[config.mk]
export PLATFORM = sky130hd
export DESIGN_NAME = mul_wb_queue_flat
export DESIGN_NICKNAME = d
export VERILOG_FILES = /design/src/rtl/mul_wb_queue_if.sv /design/src/rtl/mul_wb_queue.sv /design/src/flat_wrapper.sv
export SDC_FILE = /design/constraint.sdc
export NUM_CORES = 1
export LEC_CHECK = 0
export ABC_AREA = 1
export BUFFER_PORTS_ARGS = -buffer_cell sky130_fd_sc_hd__buf_2
export CAP_MARGIN = 5
export CORE_MARGIN = 3
export CORE_UTILIZATION = 66
export CTS_BUF_LIST = sky130_fd_sc_hd__clkbuf_4 sky130_fd_sc_hd__clkbuf_8
export DETAILED_ROUTE_END_ITERATION = 10
export HOLD_SLACK_MARGIN = 0.02
export PLACE_DENSITY = 0.85
export SLEW_MARGIN = 30
export SYNTH_ARGS = -nofsm -noshare
export SYNTH_HDL_FRONTEND = slang
export SYNTH_SLANG_ARGS = --single-unit
[constraint.sdc]
create_clock -name clk -period 14.95 [get_ports clk]
set_input_delay 1.495 -clock clk [delete_from_list [all_inputs] [get_ports clk]]
set_output_delay 1.495 -clock clk [all_outputs]
set_load 0.05 [all_outputs]
[src/rtl/mul_wb_queue_if.sv]
// ============================================================================
// Module      : mul_wb_queue_if
// Description : Bus bundle between the multiplier writeback queue and its
//               surroundings: scheduler credits, multiplier result capture,
//               and the shared completion / HI-LO PRF write port.
// Revision    : 1.0 - initial release
// ============================================================================
`default_nettype none

`ifndef LG_ROB_ENTRIES
`define LG_ROB_ENTRIES 6
`endif
`ifndef LG_HILO_PRF_ENTRIES
`define LG_HILO_PRF_ENTRIES 4
`endif

interface mul_wb_queue_if;
    // scheduler side
    logic                              issue_go;
    logic                              mul_can_issue;
    // multiplier result side
    logic                              mul_complete;
    logic [63:0]                       mul_y;
    logic [`LG_ROB_ENTRIES-1:0]        mul_rob_ptr;
    logic                              mul_hilo_val;
    logic [`LG_HILO_PRF_ENTRIES-1:0]   mul_hilo_ptr;
    // completion / HI-LO write side
    logic                              cmpl_valid;
    logic                              cmpl_ready;
    logic [`LG_ROB_ENTRIES-1:0]        cmpl_rob_ptr;
    logic                              hilo_wr_en;
    logic [`LG_HILO_PRF_ENTRIES-1:0]   hilo_wr_ptr;
    logic [63:0]                       hilo_wr_data;
    logic                              ovf_err;

    // environment: scheduler, multiplier and completion arbiter
    modport master (
        output issue_go, mul_complete, mul_y, mul_rob_ptr, mul_hilo_val,
               mul_hilo_ptr, cmpl_ready,
        input  mul_can_issue, cmpl_valid, cmpl_rob_ptr, hilo_wr_en,
               hilo_wr_ptr, hilo_wr_data, ovf_err
    );

    // the writeback queue itself
    modport slave (
        input  issue_go, mul_complete, mul_y, mul_rob_ptr, mul_hilo_val,
               mul_hilo_ptr, cmpl_ready,
        output mul_can_issue, cmpl_valid, cmpl_rob_ptr, hilo_wr_en,
               hilo_wr_ptr, hilo_wr_data, ovf_err
    );
endinterface

`default_nettype wire

[src/rtl/mul_wb_queue.sv]
// ============================================================================
// Module      : mul_wb_queue
// Description : Writeback-side receiver for the pipelined multiplier. Buffers
//               results in a DEPTH-entry FIFO, drains them onto the completion
//               / HI-LO write port under valid/ready, and owns the issue
//               credits that keep the backpressure-free multiplier from
//               overrunning the FIFO.
//               Optional feature macro: MUL_WB_BYPASS_EN (same-cycle result
//               forwarding when the FIFO is empty).
// Revision    : 1.0 - initial release
// ============================================================================
`default_nettype none

`ifndef LG_ROB_ENTRIES
`define LG_ROB_ENTRIES 6
`endif
`ifndef LG_HILO_PRF_ENTRIES
`define LG_HILO_PRF_ENTRIES 4
`endif

module mul_wb_queue #(
    parameter int DEPTH = 4
) (
    input  logic          clk,
    input  logic          reset,
    mul_wb_queue_if.slave bus
);

    localparam int c_idx_w = $clog2(DEPTH);
    localparam int c_cr_w  = $clog2(DEPTH + 1);
    localparam logic [c_cr_w-1:0] c_full_credits = c_cr_w'(DEPTH);

    // entry storage
    logic [63:0]                     r_y    [DEPTH];
    logic [`LG_ROB_ENTRIES-1:0]      r_rob  [DEPTH];
    logic                            r_hval [DEPTH];
    logic [`LG_HILO_PRF_ENTRIES-1:0] r_hptr [DEPTH];

    // pointers carry one extra wrap bit to tell full from empty
    logic [c_idx_w:0]  r_head;
    logic [c_idx_w:0]  r_tail;
    logic [c_cr_w-1:0] r_credits;
    logic              r_ovf;

    logic [c_idx_w-1:0] w_head_idx;
    logic [c_idx_w-1:0] w_tail_idx;
    logic               w_empty;
    logic               w_full;
    logic               w_byp;
    logic               w_accept;
    logic               w_fifo_deq;
    logic               w_enq_req;
    logic               w_enq;
    logic               w_drop;
    logic               w_take;
    logic               w_hval_sel;
    logic [c_cr_w-1:0]  w_credits_nxt;

    assign w_head_idx = r_head[c_idx_w-1:0];
    assign w_tail_idx = r_tail[c_idx_w-1:0];
    assign w_empty    = (r_head == r_tail);
    assign w_full     = (r_head[c_idx_w] != r_tail[c_idx_w]) &&
                        (w_head_idx == w_tail_idx);

`ifdef MUL_WB_BYPASS_EN
    // an arriving result may be presented directly when nothing is queued
    assign w_byp = w_empty & bus.mul_complete;
`else
    assign w_byp = 1'b0;
`endif

    // head presentation: forwarded result takes priority only when empty
    always_comb begin
        bus.cmpl_valid   = !w_empty;
        bus.cmpl_rob_ptr = r_rob[w_head_idx];
        bus.hilo_wr_ptr  = r_hptr[w_head_idx];
        bus.hilo_wr_data = r_y[w_head_idx];
        w_hval_sel       = r_hval[w_head_idx];
        if (w_byp) begin
            bus.cmpl_valid   = 1'b1;
            bus.cmpl_rob_ptr = bus.mul_rob_ptr;
            bus.hilo_wr_ptr  = bus.mul_hilo_ptr;
            bus.hilo_wr_data = bus.mul_y;
            w_hval_sel       = bus.mul_hilo_val;
        end
    end

    assign w_accept       = bus.cmpl_valid & bus.cmpl_ready;
    assign bus.hilo_wr_en = w_accept & w_hval_sel;
    assign w_fifo_deq     = w_accept & !w_empty;
    // a forwarded and accepted result never touches the FIFO
    assign w_enq_req      = bus.mul_complete & !(w_byp & bus.cmpl_ready);
    // a full FIFO can still take a result when its head leaves this cycle
    assign w_enq          = w_enq_req & (!w_full | w_fifo_deq);
    assign w_drop         = w_enq_req & w_full & !w_fifo_deq;

    assign w_take            = bus.issue_go & (r_credits != '0);
    assign bus.mul_can_issue = (r_credits != '0);
    assign bus.ovf_err       = r_ovf;

    // credit arithmetic: issue takes one, any accepted completion returns one
    always_comb begin
        w_credits_nxt = r_credits;
        if (w_take && !w_accept) begin
            w_credits_nxt = r_credits - c_cr_w'(1);
        end else if (!w_take && w_accept && (r_credits != c_full_credits)) begin
            w_credits_nxt = r_credits + c_cr_w'(1);
        end
    end

    // pointer, credit and overflow-flag state
    always_ff @(posedge clk or posedge reset) begin
        if (reset) begin
            r_head    <= '0;
            r_tail    <= '0;
            r_credits <= c_full_credits;
            r_ovf     <= 1'b0;
        end else begin
            if (w_fifo_deq) r_head <= r_head + 1'b1;
            if (w_enq)      r_tail <= r_tail + 1'b1;
            r_credits <= w_credits_nxt;
            if (w_drop)     r_ovf <= 1'b1;
        end
    end

    // entry storage write; cleared on reset so idle data outputs read zero
    always_ff @(posedge clk or posedge reset) begin
        if (reset) begin
            for (int i = 0; i < DEPTH; i++) begin
                r_y[i]    <= '0;
                r_rob[i]  <= '0;
                r_hval[i] <= 1'b0;
                r_hptr[i] <= '0;
            end
        end else if (w_enq) begin
            r_y[w_tail_idx]    <= bus.mul_y;
            r_rob[w_tail_idx]  <= bus.mul_rob_ptr;
            r_hval[w_tail_idx] <= bus.mul_hilo_val;
            r_hptr[w_tail_idx] <= bus.mul_hilo_ptr;
        end
    end

    // protocol monitors: issuing without credit, or a result lost to a full FIFO
    always @(posedge clk) begin
        if (!reset) begin
            assert (!(bus.issue_go && (r_credits == '0)))
                else $warning("mul_wb_queue: issue_go with no credits");
            assert (!w_drop)
                else $warning("mul_wb_queue: result dropped, queue full");
        end
    end

endmodule

`default_nettype wire

[src/flat_wrapper.sv]
// flat-port wrapper written by rule: the top's interface ports become plain ports
module mul_wb_queue_flat 
#(
    parameter int DEPTH = 4
)
  (clk, reset, bus_issue_go, bus_mul_complete, bus_mul_y, bus_mul_rob_ptr, bus_mul_hilo_val, bus_mul_hilo_ptr, bus_cmpl_ready, bus_mul_can_issue, bus_cmpl_valid, bus_cmpl_rob_ptr, bus_hilo_wr_en, bus_hilo_wr_ptr, bus_hilo_wr_data, bus_ovf_err);
  mul_wb_queue_if bus_i ();
  input  logic clk;
  input  logic reset;
  input wire logic [$bits(bus_i.issue_go)-1:0] bus_issue_go;
  input wire logic [$bits(bus_i.mul_complete)-1:0] bus_mul_complete;
  input wire logic [$bits(bus_i.mul_y)-1:0] bus_mul_y;
  input wire logic [$bits(bus_i.mul_rob_ptr)-1:0] bus_mul_rob_ptr;
  input wire logic [$bits(bus_i.mul_hilo_val)-1:0] bus_mul_hilo_val;
  input wire logic [$bits(bus_i.mul_hilo_ptr)-1:0] bus_mul_hilo_ptr;
  input wire logic [$bits(bus_i.cmpl_ready)-1:0] bus_cmpl_ready;
  output wire logic [$bits(bus_i.mul_can_issue)-1:0] bus_mul_can_issue;
  output wire logic [$bits(bus_i.cmpl_valid)-1:0] bus_cmpl_valid;
  output wire logic [$bits(bus_i.cmpl_rob_ptr)-1:0] bus_cmpl_rob_ptr;
  output wire logic [$bits(bus_i.hilo_wr_en)-1:0] bus_hilo_wr_en;
  output wire logic [$bits(bus_i.hilo_wr_ptr)-1:0] bus_hilo_wr_ptr;
  output wire logic [$bits(bus_i.hilo_wr_data)-1:0] bus_hilo_wr_data;
  output wire logic [$bits(bus_i.ovf_err)-1:0] bus_ovf_err;
  assign bus_i.issue_go = bus_issue_go;
  assign bus_i.mul_complete = bus_mul_complete;
  assign bus_i.mul_y = bus_mul_y;
  assign bus_i.mul_rob_ptr = bus_mul_rob_ptr;
  assign bus_i.mul_hilo_val = bus_mul_hilo_val;
  assign bus_i.mul_hilo_ptr = bus_mul_hilo_ptr;
  assign bus_i.cmpl_ready = bus_cmpl_ready;
  assign bus_mul_can_issue = bus_i.mul_can_issue;
  assign bus_cmpl_valid = bus_i.cmpl_valid;
  assign bus_cmpl_rob_ptr = bus_i.cmpl_rob_ptr;
  assign bus_hilo_wr_en = bus_i.hilo_wr_en;
  assign bus_hilo_wr_ptr = bus_i.hilo_wr_ptr;
  assign bus_hilo_wr_data = bus_i.hilo_wr_data;
  assign bus_ovf_err = bus_i.ovf_err;
  mul_wb_queue #(.DEPTH(DEPTH)) u_core (.clk(clk), .reset(reset), .bus(bus_i));
endmodule
[Yosys cells after proc, flatten, opt, wreduce, memory -nomap -nowiden]
Cells that the tools add are included.
Operators by class
  reduce and logical (&&, ||, !) cells: 12
  $lt $le $gt $ge: 3
  bitwise operators: 10
  eq/ne operators: 4
  mux-type cells: 26
  add/sub/neg operators: 4
Operators by type and width (number)
  $bwmux W256: 1
  $mux W64: 3
  $bmux W64 S2: 1
  $demux W64 S2: 1
  $bwmux W24: 1
  $mux W6: 3
  $bwmux W16: 1
  $bmux W6 S2: 1
  $demux W6 S2: 1
  $mux W4: 3
  $add A3 B1 Y3 const B: 3
  $bmux W4 S2: 1
  $demux W4 S2: 1
  $and A1 B1 Y1: 7
  $ge A3 B3 Y1 const B: 2
  $mux W3: 2
  $not A2 Y3: 2
  $logic_and A1 B1 Y1: 5
  $logic_not A1 Y1: 5
  $bwmux W4: 1
  $eq A3 B3 Y1: 1
  $lt A3 B1 Y1 const B: 1
  $mux W1: 3
  $ne A3 B3 Y1 const B: 1
  8 further kinds: 8
Storage, ports and cells
  word-level logic and storage cells: 79
  bits of input ports: 80
  output and inout port bits: 78
  register bits after elaboration: 310

[Depth between registers and ports, before layout]
  depth in word-level cells: 7
  depth in mapped cells: 13
  depth with buffers taken out: 13

[Worst setup path before layout]
No wires, ideal clock.
  kind: in2out
  start: input port bus_cmpl_ready
  end: output port bus_hilo_wr_en
  arrival: 2.413 ns
  setup slack: 11.042 ns
  data required time: 13.455 ns
  stages: 2
  path buffers: 0
  cell sequence: nand2_1 > a21oi_1
Between the ends
  cells in the longest elaborated chain, start to end: 2
Ends and longest elaborated chain
  start, declared: RTL line flat_wrapper.sv:16  | input wire logic [$bits(bus_i.cmpl_ready)-1:0] bus_cmpl_ready;
  $and A1 B1 Y1: RTL line mul_wb_queue.sv:88  | assign w_accept = bus.cmpl_valid & bus.cmpl_ready;
  $and A1 B1 Y1: RTL line mul_wb_queue.sv:89  | assign bus.hilo_wr_en = w_accept & w_hval_sel;
  end, declared: RTL line flat_wrapper.sv:20  | output wire logic [$bits(bus_i.hilo_wr_en)-1:0] bus_hilo_wr_en;
Every way passes these cells.

[Worst setup path after layout]
  start: register u_core.r_head[0]
  end: output port bus_hilo_wr_data[19]
Between the ends
  cells in the longest elaborated chain, start to end: 4
Ends and longest elaborated chain
  start, declared: RTL line mul_wb_queue.sv:40  | logic [c_idx_w:0] r_head;
  start signal, assigned: RTL line mul_wb_queue.sv:119  | if (w_fifo_deq) r_head <= r_head + 1'b1;
  $not A2 Y3 (not written as such): RTL line mul_wb_queue.sv:77  | bus.hilo_wr_data = r_y[w_head_idx];
  $bmux W64 S2: RTL line mul_wb_queue.sv:77
  $mux W64 (not written as such) (2 in series): RTL line mul_wb_queue.sv:77
  end, declared: RTL line flat_wrapper.sv:22  | output wire logic [$bits(bus_i.hilo_wr_data)-1:0] bus_hilo_wr_data;
Every way passes these cells. The select of a mux whose other input is x is not followed.

==> results by group <==
STA
  – Max Slew Vio Count: 0
  – Final setup fails: 0
  – Final min period: 5.14 ns
  – Tightest Pin Transition: between 0.9 and 1 ns
  – Fmax: between 150 and 200 MHz
  – Max-Slew Margin vs Limit: 33.6%
  – Setup TNS: 0 ns
  – RSZ-0062 raised after global routing: false
  – Clock Skews: 0.0113 ns
  – Hold violation count in the final report: 0
  – Period utilisation layout: 34.4%

Layout
  – Most frequent cells in the layout: 622 x nand2_1, 307 x dfrtp_1, 305 x nand3_1, 157 x buf_2
  – Most common cell after layout, fill and taps aside: nand2_1
  – Fill count: 1607
  – Final #Nets: 1967
  – Layout cell share with drive strength beyond 1: 14.6%
  – Layout Area Growth over Synthesis: 10.3%
  – Finished Cell Area: 0.0160 mm²

Place
  – GPL Wtd Cong: 0.798
  – I/O Buffers: 157
  – Placed inst area: 0.0150 mm²
  – HPWL after DPL: 21.5 mm

Flow run
  – Max Cap Viol: 0

Critical path
  – Worst EP arrival: about 3.7 ns
  – Setup crit end kind: output port
  – Max incr delay on CP: 0.83 ns
  – Register-to-Register Path Depth: 10
  – R2R Path End: u_core.r_y[184]
  – CP max stage cell: dfrtp_4
  – Critical path peak fanout: 87
  – Flop-to-flop setup slack: 11.08 ns
  – R2R Path Start: u_core.r_head[1]
  – Crit Path Class: flop to output port
  – Crit path from: u_core.r_head[0]
  – Critical path launch point type: flop
  – Crit-path cells: inv_4, buf_4, o21ai_0, o22ai_1, buf_2
  – CP Data Required Time: 13.46 ns
  – Buf+Inv Stages, Crit Path: 3
  – Crit-path leading delay family: buffers and inverters

Routing
  – Routed length on met2: 18.8 mm
  – Final ANT Viol Nets: 0
  – DRT iter0 DRCs: 1401
  – Via count: 13300
  – Drt via density: 6.05
  – Routed WL: 39.5 mm
  – DR pass1 iterations: 6
  – Wl on met1: roughly 16 mm
  – Routed wl met3: 3.71 mm
  – DR WL/cell: about 18 µm
  – Top Layer Used: met5
  – DRC viols: 0

Hold path
  – Worst hold path type: flop to flop
  – Min-Delay Startpoint: u_core.r_y[132]
  – WHS Endpoint: u_core.r_y[132]
  – WHS Path Cells: 2

Synth
  – Count of cell types in the netlist: 25
  – Synthesized flop and latch total: 310
  – Post-Syn Instances: around 1800
  – Syn_nets: 1888
  – Syn Std Cell Area: about 0.015 mm²
  – YS warnings: 0
  – Avg Cell Area, Syn: 8.06 µm²
  – Register area share after synthesis: between 50% and 60%

Global routing
  – First-pass GRT wire length: 64.7 mm
  – Largest net degree at the start of global routing: ~130
  – Gr ovfl total: 0
  – Initial antenna violation count: 5
  – Vias in the first global route: about 13000
  – GRT Util Overall: 32.9%

Floorplanning
  – Die width: around 150 µm
  – Cell row count: 53
  – Initial Util: 68.0%
  – CORE AREA: 0.0214 mm²
  – Chip height: 154 µm
  – # IOs: 158
  – Die area: 0.0238 mm²

Clock tree
  – # Post-CTS Setup Buffers: 0
  – TritonCTS clock tree: yes
  – # clock sinks: 310
  – CTS max path bufs: 3
  – CTS root buf: clkbuf_8
  – Clock transition at the registers of the reported paths: approximately 0.060 ns
  – Clk Latency, worst-skew pair: 0.57 ns
  – TritonCTS Buffers: 50
  – Post-cts resize count: 0
  – Hold buffer count at CTS: 0
  – Htree depth: 2

Outcome
  – Status: complete, no violations
-- Yosys cell counts --
library cell  count  area [µm²]
nand3_2           1        10.0
fa_1              1        20.0
xor2_1            3        26.3
inv_6             1        8.76
xnor2_2           1        16.3
clkbuf_1         71         267
dfstp_2           1        26.3
buf_6            27         304
buf_4            14         105
nand2_2           5        31.3
o21bai_1          1        7.51
a21oi_1           1        5.00
inv_1            14        52.6
o22ai_1          74         463
nor2_1          154         578
nand2_1         622        2330
dfrtp_1         309        7730
nand4_1           1        6.26
inv_2             1        3.75
ha_1              5        62.6
nand3_1         305        1530
buf_2            27         135
buf_1             8        30.0
a21boi_0          1        7.51
o21ai_0         154         771
-- stage by stage --
stage | hold slack [ns] | utilization (%) | std cells | setup WS, ns
finish | 0.466 | 75.1 | 2195 | 9.81
floorplan | 0.437 | - | 1802 | 4.88
global route | 0.484 | 75.1 | 2194 | 9.63
global placement | 0.448 | 70.1 | 2104 | 10.49
detailed placement | 0.453 | 70.2 | 2104 | 10.47
CTS | 0.467 | 75.0 | 2191 | 9.86
-- routing by layer --
layer | vias to the layer above | GRT usage, %
li1 | 6082 | -
met1 | 6382 | 46.6
met2 | 717 | 52.6
met3 | 86 | 5.54
met4 | 4 | 10.8
met5 | - | 0
-- sequential cells by signal, indices dropped and copies added (netlist names) --
name and cells:
u_core.bus.ovf_err 1, u_core.r_credits 3, u_core.r_head 3, u_core.r_hptr 16, u_core.r_hval 4, u_core.r_rob 24, u_core.r_tail 3, u_core.r_y 256
-- area by class of cell --
type	count	area [µm²]	share of cell area, %
Inverter	16	77.6	0.484
Multi-Input combinational cell	1329	5880	36.7
Clock buffer	84	1020	6.39
Tap cell	275	344	2.15
Timing Repair Buffer	174	917	5.72
Sequential cell	310	7760	48.4
Antenna cell	4	10.0	0.0624
Clock inverter	3	15.0	0.0936
-- how the worst max path moves through the flow --
stage / to / slack (ns) / depth (start not counted)
finish: bus_hilo_wr_data[19] / 9.81 / 5
global route: bus_hilo_wr_data[59] / 9.63 / 5
CTS: bus_hilo_wr_en / 9.86 / 5
detailed placement: bus_hilo_wr_en / 10.47 / 5
global placement: bus_hilo_wr_en / 10.49 / 5
floorplan: u_core.bus.ovf_err / 4.88 / 1
-- tightest hold or removal path: cells and delay by family (launching register included) --
kind | cells | cell delay (ns)
flip-flops | 1 | 0.34
AND/OR/NAND/NOR | 2 | 0.10
-- cells by family (layout without fill, tap and decap cells) --
kind of cell / after synthesis / after routing / share of synthesized area, %
AOI/OAI and AO/OA: 231 / 231 / 8.63
DFF: 310 / 310 / 53.4
other: 0 / 4 / 0
xor gates and xnor gates: 4 / 4 / 0.293
and+or+nand+nor: 1088 / 1088 / 30.9
buffers and inverters: 163 / 277 / 6.23
adders and majority gates: 6 / 6 / 0.568
Power is not shown: default switching activity piles up to over one toggle a cycle in this logic, so the estimate is an artifact.
